### src/rtl/serial_add_ctrl.sv
// serial_add_ctrl: sequencer around a one-bit add cell (two half adders
// plus a carry flip-flop). Operands are captured on start and stepped
// LSB-first, one bit per clock; the WIDTH-bit sum and carry-out are
// presented with a one-cycle done strobe.
module serial_add_ctrl #(
   parameter int WIDTH = 8
) (
   input  logic             clk,
   input  logic             rst,
   input  logic             start,
   input  logic [WIDTH-1:0] a,
   input  logic [WIDTH-1:0] b,
   output logic             busy,
   output logic             done,
   output logic [WIDTH-1:0] sum,
   output logic             cout
);

   // Counter only has to reach WIDTH-1, so ceil(log2(WIDTH)) bits suffice.
   localparam int            CW   = (WIDTH > 1) ? $clog2(WIDTH) : 1;
   localparam logic [CW-1:0] LAST = CW'(WIDTH - 1);
   localparam logic [CW-1:0] ONE  = CW'(1);
   localparam logic [CW-1:0] ZERO = CW'(0);

   typedef enum logic [1:0] {
      IDLE = 2'b00,
      ADD  = 2'b01,
      DONE = 2'b10
   } state_t;

   state_t           state_r;
   logic [WIDTH-1:0] a_sr_r;
   logic [WIDTH-1:0] b_sr_r;
   logic [WIDTH-1:0] res_sr_r;
   logic             carry_r;
   logic [CW-1:0]    cnt_r;

   logic [1:0]       ha0_s;
   logic [1:0]       ha1_s;
   logic             s_bit_s;
   logic             carry_nxt_s;
   logic [WIDTH-1:0] res_nxt_s;

   // Half adder: returns {carry, sum}.
   function automatic logic [1:0] half_add(input logic x, input logic y);
      return {x & y, x ^ y};
   endfunction

   // One-bit add cell: first half adder on the operand bits, second with
   // the stored carry; either stage generating a carry produces carry-out.
   always_comb begin
      ha0_s       = half_add(a_sr_r[0], b_sr_r[0]);
      ha1_s       = half_add(ha0_s[0], carry_r);
      s_bit_s     = ha1_s[0];
      carry_nxt_s = ha0_s[1] | ha1_s[1];
      res_nxt_s   = {s_bit_s, res_sr_r[WIDTH-1:1]};
   end

   // Sequencer FSM with datapath registers and registered outputs; reset wins.
   always_ff @(posedge clk) begin
      if (rst) begin
         state_r  <= IDLE;
         a_sr_r   <= '0;
         b_sr_r   <= '0;
         res_sr_r <= '0;
         carry_r  <= 1'b0;
         cnt_r    <= ZERO;
         busy     <= 1'b0;
         done     <= 1'b0;
         sum      <= '0;
         cout     <= 1'b0;
      end else begin
         case (state_r)
            IDLE: begin
               done <= 1'b0;
               if (start) begin
                  a_sr_r  <= a;
                  b_sr_r  <= b;
                  carry_r <= 1'b0;
                  cnt_r   <= ZERO;
                  busy    <= 1'b1;
                  state_r <= ADD;
               end else begin
                  busy    <= 1'b0;
                  state_r <= IDLE;
               end
            end
            ADD: begin
               a_sr_r   <= {1'b0, a_sr_r[WIDTH-1:1]};
               b_sr_r   <= {1'b0, b_sr_r[WIDTH-1:1]};
               res_sr_r <= res_nxt_s;
               carry_r  <= carry_nxt_s;
               if (cnt_r == LAST) begin
                  // Last bit: publish the completed result including this bit.
                  cnt_r   <= ZERO;
                  sum     <= res_nxt_s;
                  cout    <= carry_nxt_s;
                  busy    <= 1'b0;
                  done    <= 1'b1;
                  state_r <= DONE;
               end else begin
                  cnt_r   <= cnt_r + ONE;
                  busy    <= 1'b1;
                  done    <= 1'b0;
                  state_r <= ADD;
               end
            end
            DONE: begin
               // Single-cycle strobe; start is not looked at here.
               busy    <= 1'b0;
               done    <= 1'b0;
               state_r <= IDLE;
            end
            default: begin
               busy    <= 1'b0;
               done    <= 1'b0;
               cnt_r   <= ZERO;
               state_r <= IDLE;
            end
         endcase
      end
   end

endmodule

### config.mk
export PLATFORM = sky130hd
export DESIGN_NAME = serial_add_ctrl
export DESIGN_NICKNAME = d
export VERILOG_FILES = /design/src/rtl/serial_add_ctrl.sv
export SDC_FILE = /design/constraint.sdc
export NUM_CORES = 1
export LEC_CHECK = 0
export ABC_AREA = 1
export CORE_MARGIN = 2
export CORE_UTILIZATION = 52
export CTS_CLUSTER_SIZE = 12
export DETAILED_ROUTE_END_ITERATION = 10
export HOLD_SLACK_MARGIN = 0.05
export PLACE_DENSITY = 0.77
export SETUP_SLACK_MARGIN = 0.2
export SYNTH_ARGS = -nofsm -noshare
export SYNTH_HDL_FRONTEND = slang
export SYNTH_SLANG_ARGS = --single-unit
export TNS_END_PERCENT = 50
### constraint.sdc
create_clock -name clk -period 1.9 [get_ports clk]
set_clock_uncertainty 0.15 [all_clocks]
set_input_delay 0.19 -clock clk [delete_from_list [all_inputs] [get_ports clk]]
set_output_delay 0.19 -clock clk [all_outputs]
set_load 0.1 [all_outputs]
==> impl_metrics.yaml, run 1 <==
detailed_routing:
  drc: 0
  ant_nets: 0
  detail_route.wirelength_mm: 3.36
  routed_via_density: 4.74
  dr.pass1.iters: 4
  vias: 1518
  first_iter_violations: 99
  avgRoutedWirePerCell_um: 10.5
synthesis:
  synth_compound_area_share_pct: 6.65
  synth_common_cells: "nand2_1, nand3_1, dfxtp_1"
  synth.most_common_cell: "nand2_1"
  synth_edf_count: 0
  synthMuxAreaShare_pct: 0
  synth_top_area_share_pct: 44.2
  synth_cell_types: 23
  synth_xor_area_share_pct: 0
  ys_dominant_reg_cell: "dfxtp_1"
  synth_top_area_cell: "dfxtp_1"
  syn_inst: 246
  syn-num-nets: 268
  yosysWarnings: 0
  synth_fa_ha_area_share_pct: 2.55
  synthTopCellsByArea: "dfxtp_1, nand3_1, nand2_1, inv_1, nor2_1"
  synth_top_family_by_area: "simple AND/OR/NAND/NOR gates"
  ys_ff_latch: 39
  syn_avg_cell_area_um2: 7.19
  syn_area_um2: 1770
  synthSimpleGateAreaFrac_pct: 33.3
  async_reset_ff_share_pct: 0
  ys_seq_area_share_pct: 44.2
placed_design:
  io_buffers: 29
  pre_cts_ws_ns: 0.287
  place_inst: 312
  gp_congestion: 0.745
  place.detailed.hpwl_mm: 2.27
layout:
  fillers: 310
  multi_input_area_um2: 757
  final_cells: 320
  layout-drive-gt1-share_pct: 12.8
  ff_latch_area_um2: 782
  n_antenna_cell: 0
  final_nets: 295
  area_growth_syn_to_layout_pct: 21.3
die:
  rows: 21
  fp.coreArea_um2: 3310
  dieWidth_um: 62.3
  ioPinCount: 30
  die_h_um: 62.3
  fp.dieArea_um2: 3880
  initial_core_util_pct: 53.4
global_routing:
  busiest_layer: "met2"
  grt_pass1_wl_mm: 5.91
  antenna_found_initial: 0
  met3_usage_pct: 6.34
  grt_pass1_vias: 1347
  globalRouteTotalUtil_pct: 19.0
  met2_usage_pct: 29.5
  grt-ovfl-total: 0
  grt_max_degree: 27
  met1_usage_pct: 24.6
worst_hold_path:
  hold_path.startpoint: "a[7]"
  hold_depth: 3
  holdCritPathClass: "input pin to flop"
  hold_end: "a_sr_r[7]$_SDFFE_PP0P_"
timing:
  min_period_ns: 1.56
  worst_slack_ns: 0.341
  tightest_slew_ns: 0.467
  finalSetupViolations: 0
  fmax_mhz: 641
  tns_ns: 0
  maxSlewViolCount: 0
  relSlewSlack_pct: 68.7
  hold_viol: 0
  rsz0062_at_grt: "no"
  whs_ns: 0.256
  timing.final.crit_share_pct: 82.1
power:
  finalPower_uw: 1730
  ir_drop_mv: 0.552
  p_per_area_nw_per_um2: 805
  power.leakage_uw: 0.00100
clocking:
  cts-htree-levels: 2
  cts-root-buf: "clkbuf_4"
  clk_latency_ns: 0.36
  numCtsBuffers: 5
  cts.reportedPaths.clkPinSlew_ns: 0.13
  clk_path_buf_depth: 2
  tritoncts: "built"
  cts_sinks: 39
critical_path:
  r2r_cells: 4
  rr_endpoint: "res_sr_r[3]$_SDFFE_PP0P_"
  r2r_slack_ns: 0.34
  reg2reg_from: "state_r[1]$_SDFF_PP0_"
  required_ns: 2.00
  cp-start-kind: "flop"
  cp_max_fo: 26
  cp-end-kind: "flop"
  worstSetupPathType: "flop to flop"
  worstPathArrival_ns: 1.66
status:
  status: "finished, final reports clean"
job:
  cap_violations: 0
## worst max-delay path by stage
stage	to	start
after detailed placement	a_sr_r[3]$_SDFFE_PP0P_	start
after CTS	b_sr_r[6]$_SDFFE_PP0P_	state_r[1]$_SDFF_PP0_
after global routing	b_sr_r[5]$_SDFFE_PP0P_	state_r[1]$_SDFF_PP0_
final	res_sr_r[3]$_SDFFE_PP0P_	state_r[1]$_SDFF_PP0_
after global placement	b_sr_r[6]$_SDFFE_PP0P_	start
after floorplan	sum[2]$_SDFFE_PP0P_	state_r[0]$_SDFF_PP0_
## cell type report
type	instances	share of cell area (%)
Clock buffer	5	1.75
Clock inverter	3	2.04
Inverter	35	6.24
Multi-Input combinational cell	157	35.3
Sequential cell	39	36.5
Tap cell	46	2.68
Timing Repair Buffer	35	15.5
## metrics by stage
step                      area [um^2]  utilization, %
after global routing             2140            64.8
final                            2140            64.8
after CTS                        2140            64.6
after floorplan                  1770               -
after global placement           2060            62.2
after detailed placement         2060            62.2
## per-layer routing
layer | share of wire (%) | routed length (um)
met2 | 46 | 1540
met4 | 1.2 | 41
met1 | 49 | 1660
met3 | 3.6 | 121
met5 | 0 | 0
## cell families after synthesis
group                    after synthesis
AND/OR/NAND/NOR                      131
AO/OA/AOI/OAI                         23
buffers and inverters                 50
flip-flops                            39
adder cells (fa/ha/maj)                3
## state kept, by name, indices dropped and copies added (netlist names)
| name | flops |
|---|---|
| b_sr_r | 8 |
| sum | 8 |
| res_sr_r | 7 |
| carry_r | 1 |
| state_r | 2 |
| cnt_r | 3 |
| cout | 1 |
| a_sr_r | 8 |
| done | 1 |
## power by group
group	total (uW)	internal [uW]	leakage, uW	switching [uW]
registers	890	867	0.000320	22.9
logic	274	120	0.000638	154
clock network	562	277	0.0000452	285
total	1730	1260	0.00100	462
## critical path, stage by stage (launching register included)
cell and delay (ns):
dfxtp_1 0.36, inv_2 0.25, nand2_2 0.36, o21ai_0 0.29, a21oi_1 0.06
## what timing repair did
action | 4_1_cts | 5_1_grt
setup buffers | 0 | 0
endpoints found under the hold margin | 0 | 0
endpoints found under the setup margin | 0 | 7
hold buffers | 0 | 0
gates resized for setup | 0 | 1
## placed cells by master (no fill, tap or decap)
master | Yosys | routed
nand2_1 | 44 | 44
nand3_1 | 41 | 41
dfxtp_1 | 39 | 38
inv_1 | 31 | 31
nor2_1 | 25 | 25
clkdlybuf4s50_1 | 0 | 18
buf_4 | 4 | 15
nor3_1 | 14 | 14
a21oi_1 | 13 | 13
o21ai_0 | 7 | 7
clkbuf_4 | 0 | 5
inv_2 | 3 | 3
nand2_2 | 3 | 2
nand3b_1 | 2 | 2
o21ai_1 | 2 | 2
ha_1 | 2 | 2
buf_12 | 0 | 2
nand2_4 | 0 | 1
o21a_1 | 1 | 1
inv_4 | 1 | 1
nor2_4 | 1 | 1
nand3_2 | 1 | 1
fa_1 | 1 | 1
bufinv_16 | 0 | 1
clkinv_2 | 0 | 1
clkinv_4 | 0 | 1
dfxtp_2 | 0 | 1
(Power assumes the default switching activity.)
==> run 2, diff against run 1 <==
--- a/config.mk
+++ b/config.mk
@@ -7,11 +7,11 @@
 export LEC_CHECK = 0
 export ABC_AREA = 1
 export CORE_MARGIN = 2
-export CORE_UTILIZATION = 52
+export CORE_UTILIZATION = 47
 export CTS_CLUSTER_SIZE = 12
 export DETAILED_ROUTE_END_ITERATION = 10
 export HOLD_SLACK_MARGIN = 0.05
-export PLACE_DENSITY = 0.77
+export PLACE_DENSITY = 0.74
 export SETUP_SLACK_MARGIN = 0.2
 export SYNTH_ARGS = -nofsm -noshare
 export SYNTH_HDL_FRONTEND = slang
==> constraint.sdc (replaced) <==
create_clock -name clk -period 1.4 [get_ports clk]
set_clock_uncertainty 0.15 [all_clocks]
set_input_delay 0.14 -clock clk [delete_from_list [all_inputs] [get_ports clk]]
set_output_delay 0.14 -clock clk [all_outputs]
set_load 0.1 [all_outputs]
==> run 2 against run 1 <==
Compared with the run above: clock-buffer cell count is 3 higher; cell area is 31% higher; worst setup slack worse by 0.26 ns; maximum frequency up 18%; worst hold slack better by 0.0091 ns; final cell count rose by 7.2%; non-clock buffer count grew 21; global-route usage rose by 0.62 points; sequential cell count is the same; wire length is 56% higher; first-iteration DRC count up 91%; critical endpoint is now res_sr_r[7]$_SDFFE_PP0P_.
==> impl_metrics.yaml, run 2 (synthesis gave the netlist of run 1 again) <==
timing:
  tns_ns: 0
  min_period_ns: 1.32
  finalSetupViolations: 0
  hold_viol: 0
  whs_ns: 0.265
  relSlewSlack_pct: 84.1
  timing.final.crit_share_pct: 94.6
  maxSlewViolCount: 0
  tightest_slew_ns: 0.236
  fmax_mhz: 755
  rsz0062_at_grt: "yes"
layout:
  largestRegisters: "a_sr_r (8), b_sr_r (8), sum (8)"
  ff_latch_area_um2: 792
  fillers: 235
  n_antenna_cell: 0
  layout-drive-gt1-share_pct: 27.5
  multi_input_area_um2: 946
  area_growth_syn_to_layout_pct: 58.8
  final_common_cell: "nand2_1"
  final_nets: 316
  final_cell_mix: "nand2_1, nand3_1, dfxtp_1"
critical_path:
  r2r_cells: 3
  crit_path_start: "carry_r$_SDFFE_PP0P_"
  worstSetupPathType: "flop to flop"
  cp_max_fo: 2
  cp-end-kind: "flop"
  reg2reg_from: "carry_r$_SDFFE_PP0P_"
  path_cells: "fa_1 -> o21ai_1 -> a21oi_1"
  cp-start-kind: "flop"
  required_ns: 1.49
  r2r_slack_ns: 0.08
  rr_endpoint: "res_sr_r[7]$_SDFFE_PP0P_"
  worst_path_max_delay_cell: "fa_1"
  cp_slowest_stage_delay_ns: 0.58
  worstPathArrival_ns: 1.41
global_routing:
  globalRouteTotalUtil_pct: 19.7
  grt_pass1_wl_mm: 6.42
  antenna_found_initial: 0
  grt_max_degree: 36
  grt-ovfl-total: 0
  grt_pass1_vias: 1420
detailed_routing:
  first_iter_violations: 189
  detail_route.wirelength_mm: 5.26
  dr.pass1.iters: 4
  vias: 1822
  ant_nets: 0
  routed_via_density: 5.31
  drc: 0
  avgRoutedWirePerCell_um: 15.3
clocking:
  cts-htree-levels: 2
  clk_path_buf_depth: 2
  numCtsBuffers: 5
  cts-root-buf: "clkbuf_8"
  cts.reportedPaths.clkPinSlew_ns: 0.08
  cts_sinks: 39
  clk_latency_ns: 0.30
  tritoncts: "built"
die:
  rows: 22
  ioPinCount: 30
  fp.coreArea_um2: 3630
  initial_core_util_pct: 48.7
  fp.dieArea_um2: 4270
  die_h_um: 65.3
  dieWidth_um: 65.3
power:
  power.leakage_uw: 0.00121
  ir_drop_mv: 0.961
  p_per_area_nw_per_um2: 943
  finalPower_uw: 2650
job:
  cap_violations: 0
status:
  status: "finished, final reports clean"
worst_hold_path:
  hold_path.startpoint: "a[7]"
  holdCritPathClass: "input pin to flop"
  hold_depth: 3
  hold_end: "a_sr_r[7]$_SDFFE_PP0P_"
placed_design:
  gp_congestion: 0.802
  io_buffers: 29
  place.detailed.hpwl_mm: 2.43
-- run 2: timing repair --
action                     in CTS  in global routing
setup buffers                   2                  4
pin swaps                      10                  8
gates cloned                    0                  6
hold buffers                    0                  0
gates resized for setup        22                 37
setup endpoints to repair      26                 37
-- run 2: where the power goes --
group / total [uW] / switching [uW] / internal [uW] / leakage (uW)
combinational: 576 / 301 / 275 / 0.000840
sequential: 1210 / 39.2 / 1170 / 0.000323
clock: 859 / 409 / 450 / 0.0000515
-- run 2: final cells by class --
class                           count  area share [%]
Tap cell                           48            2.14
Multi-Input combinational cell    157            33.7
Inverter                           35            5.04
Timing Repair Buffer               56            27.4
Clock buffer                        8            3.57
Sequential cell                    39            28.2
-- run 2: layer usage --
layer | part of all wire (%) | GRT usage [%] | up-vias
li1 | - | - | 880
met1 | 40 | 26.7 | 862
met2 | 51 | 30.1 | 70
met3 | 6.2 | 3.60 | 10
met4 | 2.3 | 9.38 | 0
met5 | 0 | 0 | -
-- run 2: how the worst max path moves through the flow --
stage,endpoint,slack (ns),cells past startpoint
after detailed placement,a_sr_r[7]$_SDFFE_PP0P_,-0.02,6
after global routing,res_sr_r[7]$_SDFFE_PP0P_,0.05,3
final,res_sr_r[7]$_SDFFE_PP0P_,0.08,3
after floorplan,sum[0]$_SDFFE_PP0P_,-0.03,7
after CTS,res_sr_r[7]$_SDFFE_PP0P_,0.10,3
after global placement,b_sr_r[7]$_SDFFE_PP0P_,-0.00004,6
-- run 2: metrics by stage --
stage	cell area (um^2)	util, %	setup slack, ns	cells
2_1_floorplan	1780	-	-0.0325	246
3_3_place_gp	2290	62.9	-0.0000376	323
3_5_place_dp	2290	62.9	-0.0152	323
4_1_cts	2490	68.6	0.102	333
5_1_grt	2810	77.3	0.0533	343
6_report	2810	77.3	0.0760	343
-- run 2: worst max-delay path, delay by kind of cell, from the launching register on --
family	cells	cell delay, ns
flops	1	0.34
fa+ha+maj	1	0.58
compound gates	2	0.19
==> patch 1 (config.mk and constraints of run 1) <==
The parameter `WIDTH` goes from 8 to 4.
--- a/src/rtl/serial_add_ctrl.sv
+++ b/src/rtl/serial_add_ctrl.sv
@@ -4,5 +4,5 @@
 // presented with a one-cycle done strobe.
 module serial_add_ctrl #(
-   parameter int WIDTH = 8
+   parameter int WIDTH = 4
 ) (
    input  logic             clk,
Interface: changed (resized a, b and sum); port bits go from 30 to 18. The function was not compared with the original's and may differ.
==> patch 1 against run 1 <==
  * First-iteration DRC count shrank 84%
  * Cell count shrank 46%
  * Via count shrank 42%
  * Sequential power shrank 43%
  * Count of clock-buffer cells in the layout shrank 2
  * Final area shrank 44%
  * Total power shrank 41%
  * Hold slack gained 0.017 ns
  * Wire length shrank 44%
  * Area after synthesis shrank 44%
  * Sequential cell count shrank 17
  * Die area shrank 42%
  * Setup slack gained 0.071 ns
  * Critical path type unchanged
==> patch 1: results (changes against run 1) <==
filler instances 182 (was 310); GR Layer Usage met3 6.792% (was 6.341%); routed wl met2 862 um (was 1.538 mm); WL/cell 10.97 um (was 10.50 um); DP Wirelength 1.325 mm (was 2.271 mm); Num CTS Buffers 3 (was 5); sequential fraction of the synthesis area 44.56% (was 44.16%); IO Port Bufs 17 (was 29); top post-synthesis cells by area dfxtp_1 (45%), nand2_1 (10%), nand3_1 (9.6%), nor2_1 (5.7%), inv_1 (5.3%) (was dfxtp_1 (44%), nand3_1 (12%), nand2_1 (9.3%), inv_1 (6.6%), nor2_1 (5.3%)); GPL Wtd Cong 0.8035 (was 0.7454); CP arrival 1.56 ns (was 1.66 ns); drt first-iter violations 16 (was 99); CP max stage cell dfxtp_2 (was dfxtp_1); Worst Hold Path EP b_sr_r[3] (was a_sr_r[7]); synth cell count leaders nand2_1 (27), dfxtp_1 (22), nand3_1 (19) (was nand2_1 (44), nand3_1 (41), dfxtp_1 (39)); H-Tree Depth 1 (was 2); RR Endpoint sum[2] (was res_sr_r[3]); worst vdd ir 0.5081 mV (was 0.5523 mV); CP max stage delay 0.49 ns (was 0.36 ns); slew at the pin with the worst max-slew slack 0.3909 ns (was 0.4672 ns); nets 161 (was 295); vias in the first global route 804 (was 1347); gr usage total 20.53% (was 19.04%); Lkg Pwr 0.0005575 uW (was 0.001004 uW); R2R cell count 5 (was 4); largest net degree at the start of global routing 19 (was 27); status finished clean (unchanged); start point of the critical path state_r[0] (was state_r[1])
## patch 1: changes by cell type after synthesis, sizes merged, moves of 9 or more
cell and change:
nand2 -18, nor2 -10, nand3 -21, inv -18, dfxtp -17, buf -9
## patch 1: area by class of cell
type                    instances  area, um2  area share [%]
repair buffers                 18      172.7           14.44
inverters                      17      66.31           5.544
well taps                      25      31.28           2.615
clock buffers                   3      22.52           1.883
flip-flops and latches         22      441.7           36.92
multi-input cells              86      431.7           36.09
clock inverters                 1      30.03           2.510
## patch 1: power breakdown
group          internal, uW  total [uW]  switching (uW)  leakage, uW
Sequential              487         506            19.3     0.000180
Clock                   214         359             145    0.0000279
Combinational          64.1         150            85.5     0.000349
## patch 1: metrics by stage
stage	setup slack [ns]	instances	hold WS, ns
floorplan	0.3619	130	0.1091
global route	0.2887	172	0.2896
global placement	0.4129	168	0.2995
finish	0.4117	172	0.2726
detailed placement	0.3743	168	0.3041
CTS	0.4165	172	0.2668
==> patch 2 (config.mk and constraints of run 1) <==
Without the edit above. Reset style: asynchronous (`rst`), changed in one clocked block.
--- a/src/rtl/serial_add_ctrl.sv
+++ b/src/rtl/serial_add_ctrl.sv
@@ -58,5 +58,5 @@
 
    // Sequencer FSM with datapath registers and registered outputs; reset wins.
-   always_ff @(posedge clk) begin
+   always_ff @(posedge clk or posedge rst) begin
       if (rst) begin
          state_r  <= IDLE;
Formal check against the unedited RTL: differs if rst is asserted again (counterexample within 4 cycles, from zero or initial values and one cycle with rst high); with rst held inactive, the same outputs for 10 cycles.
==> patch 2 against run 1 <==
  * Die area increased by 6.5%
  * Sequential cell count shrank 1
  * Critical path depth up 2
  * Wire length is 0.33% lower
  * Synthesized cell count fell by 11%
  * Critical path type unchanged
  * Setup slack worse by 0.017 ns
  * Area after synthesis up 6.9%
  * Final area is 4.7% higher
  * Maximum frequency down 1.1%
Power is not compared: it rests on default switching activity, and its combinational part moved more than twofold at a synthesized area within 25%.
==> patch 2: results (changes against run 1) <==
delay-heaviest family, CP adder cells (was flip-flops); syn avg cell area 8.672 um2 (was 7.187 um2); register share of total power 33.9%; sequential fraction of the synthesis area 50.30% (was 44.16%); wirelength, routed 3.349 mm (was 3.360 mm); R2R cell count 6 (was 4); Lkg Pwr 0.001220 uW; WHS 0.08196 ns (was 0.2556 ns); CP max stage cell dfrtp_1 (was dfxtp_1); clk_lat worst skew 0.35 ns; CP max stage delay 0.42 ns (was 0.36 ns); switch share 49.30%; Num CTS Buffers 5 (unchanged); largest net degree at the start of global routing 39 (was 27); Clock Power 549 uW; initial antenna violation count 0 (unchanged); start point of the critical path cnt_r[0] (was state_r[1]); DP Wirelength 2.266 mm (was 2.271 mm); Synth Net Count 240 (was 268); worst hold path type input port to async pin (was input port to flip-flop); synth cell count leaders nand2_1 (67), dfrtp_1 (38), inv_1 (37) (was nand2_1 (44), nand3_1 (41), dfxtp_1 (39)); H-Tree Depth 2 (unchanged); top post-synthesis cells by area dfrtp_1 (50%), nand2_1 (13%), inv_1 (7.3%), nand3_1 (6.9%), o21ai_2 (3.2%) (was dfxtp_1 (44%), nand3_1 (12%), nand2_1 (9.3%), inv_1 (6.6%), nor2_1 (5.3%)); nets 270 (was 295); vias post-DR 1382 (was 1518); GPL Wtd Cong 0.7635 (was 0.7454); Synth Flop Type dfrtp_1 (was dfxtp_1); reg2reg setup slack 0.32 ns (was 0.34 ns); slew at the pin with the worst max-slew slack 0.4776 ns (was 0.4672 ns); CP arrival 1.69 ns (was 1.66 ns); drt via density 4.685 (was 4.744); biggest regs a_sr_r: 8 flops, b_sr_r: 8 flops, sum: 8 flops (unchanged); drt first-iter violations 82 (was 99); status finished clean (unchanged); Critical Path End cout (was res_sr_r[3]); gr usage total 18.92% (was 19.04%); cell count after placement 287 (was 312); P per Cell Area 1868 nW/um2; first-pass GRT wire length 5.927 mm (was 5.906 mm); clock-pin slew on the worst setup and hold paths 0.12 ns; Yosys cell types 21 (was 23); antenna fix cells 0 (unchanged); share of layout cells above drive strength 1 20.08% (was 12.77%); Yosys warning total 0 (unchanged); Max FO, Critical Path 17 (was 26); Synth async-reset ratio 100.0% (was 0%)
patch 2: routing by layer:
metal,wire [um],GRT usage (%),share of wire [%],vias up
li1,-,-,-,724
met1,1598,24.88,48,629
met5,0,0,0,-
met4,78,9.840,2.3,0
met2,1543,28.78,46,21
met3,128,4.930,3.8,8
patch 2: cell families after synthesis:
group	count (synthesis)	synth area share (%)
AOI/OAI and AO/OA	17	5.956
adders and majority gates	3	2.382
buffers and inverters	49	13.17
DFF	38	50.30
and+or+nand+nor	111	28.19
patch 2: final cells by class:
cell class / instances / area (um2)
timing repair buffer: 32 / 310.3
sequential: 38 / 953.4
clock inverter: 3 / 40.04
multi-input combinational: 131 / 690.7
tap: 46 / 57.56
inverter: 40 / 155.1
fill: 282 / 1171
clock buffer: 5 / 37.54
patch 2: metrics by stage:
step	cell area (um2)	worst slack, ns	util [%]
detailed placement	2167	0.3178	63.44
CTS	2245	0.3079	65.71
global placement	2167	0.3838	63.44
global route	2245	0.2069	65.71
floorplan	1893	0.2188	-
finish	2245	0.3236	65.71
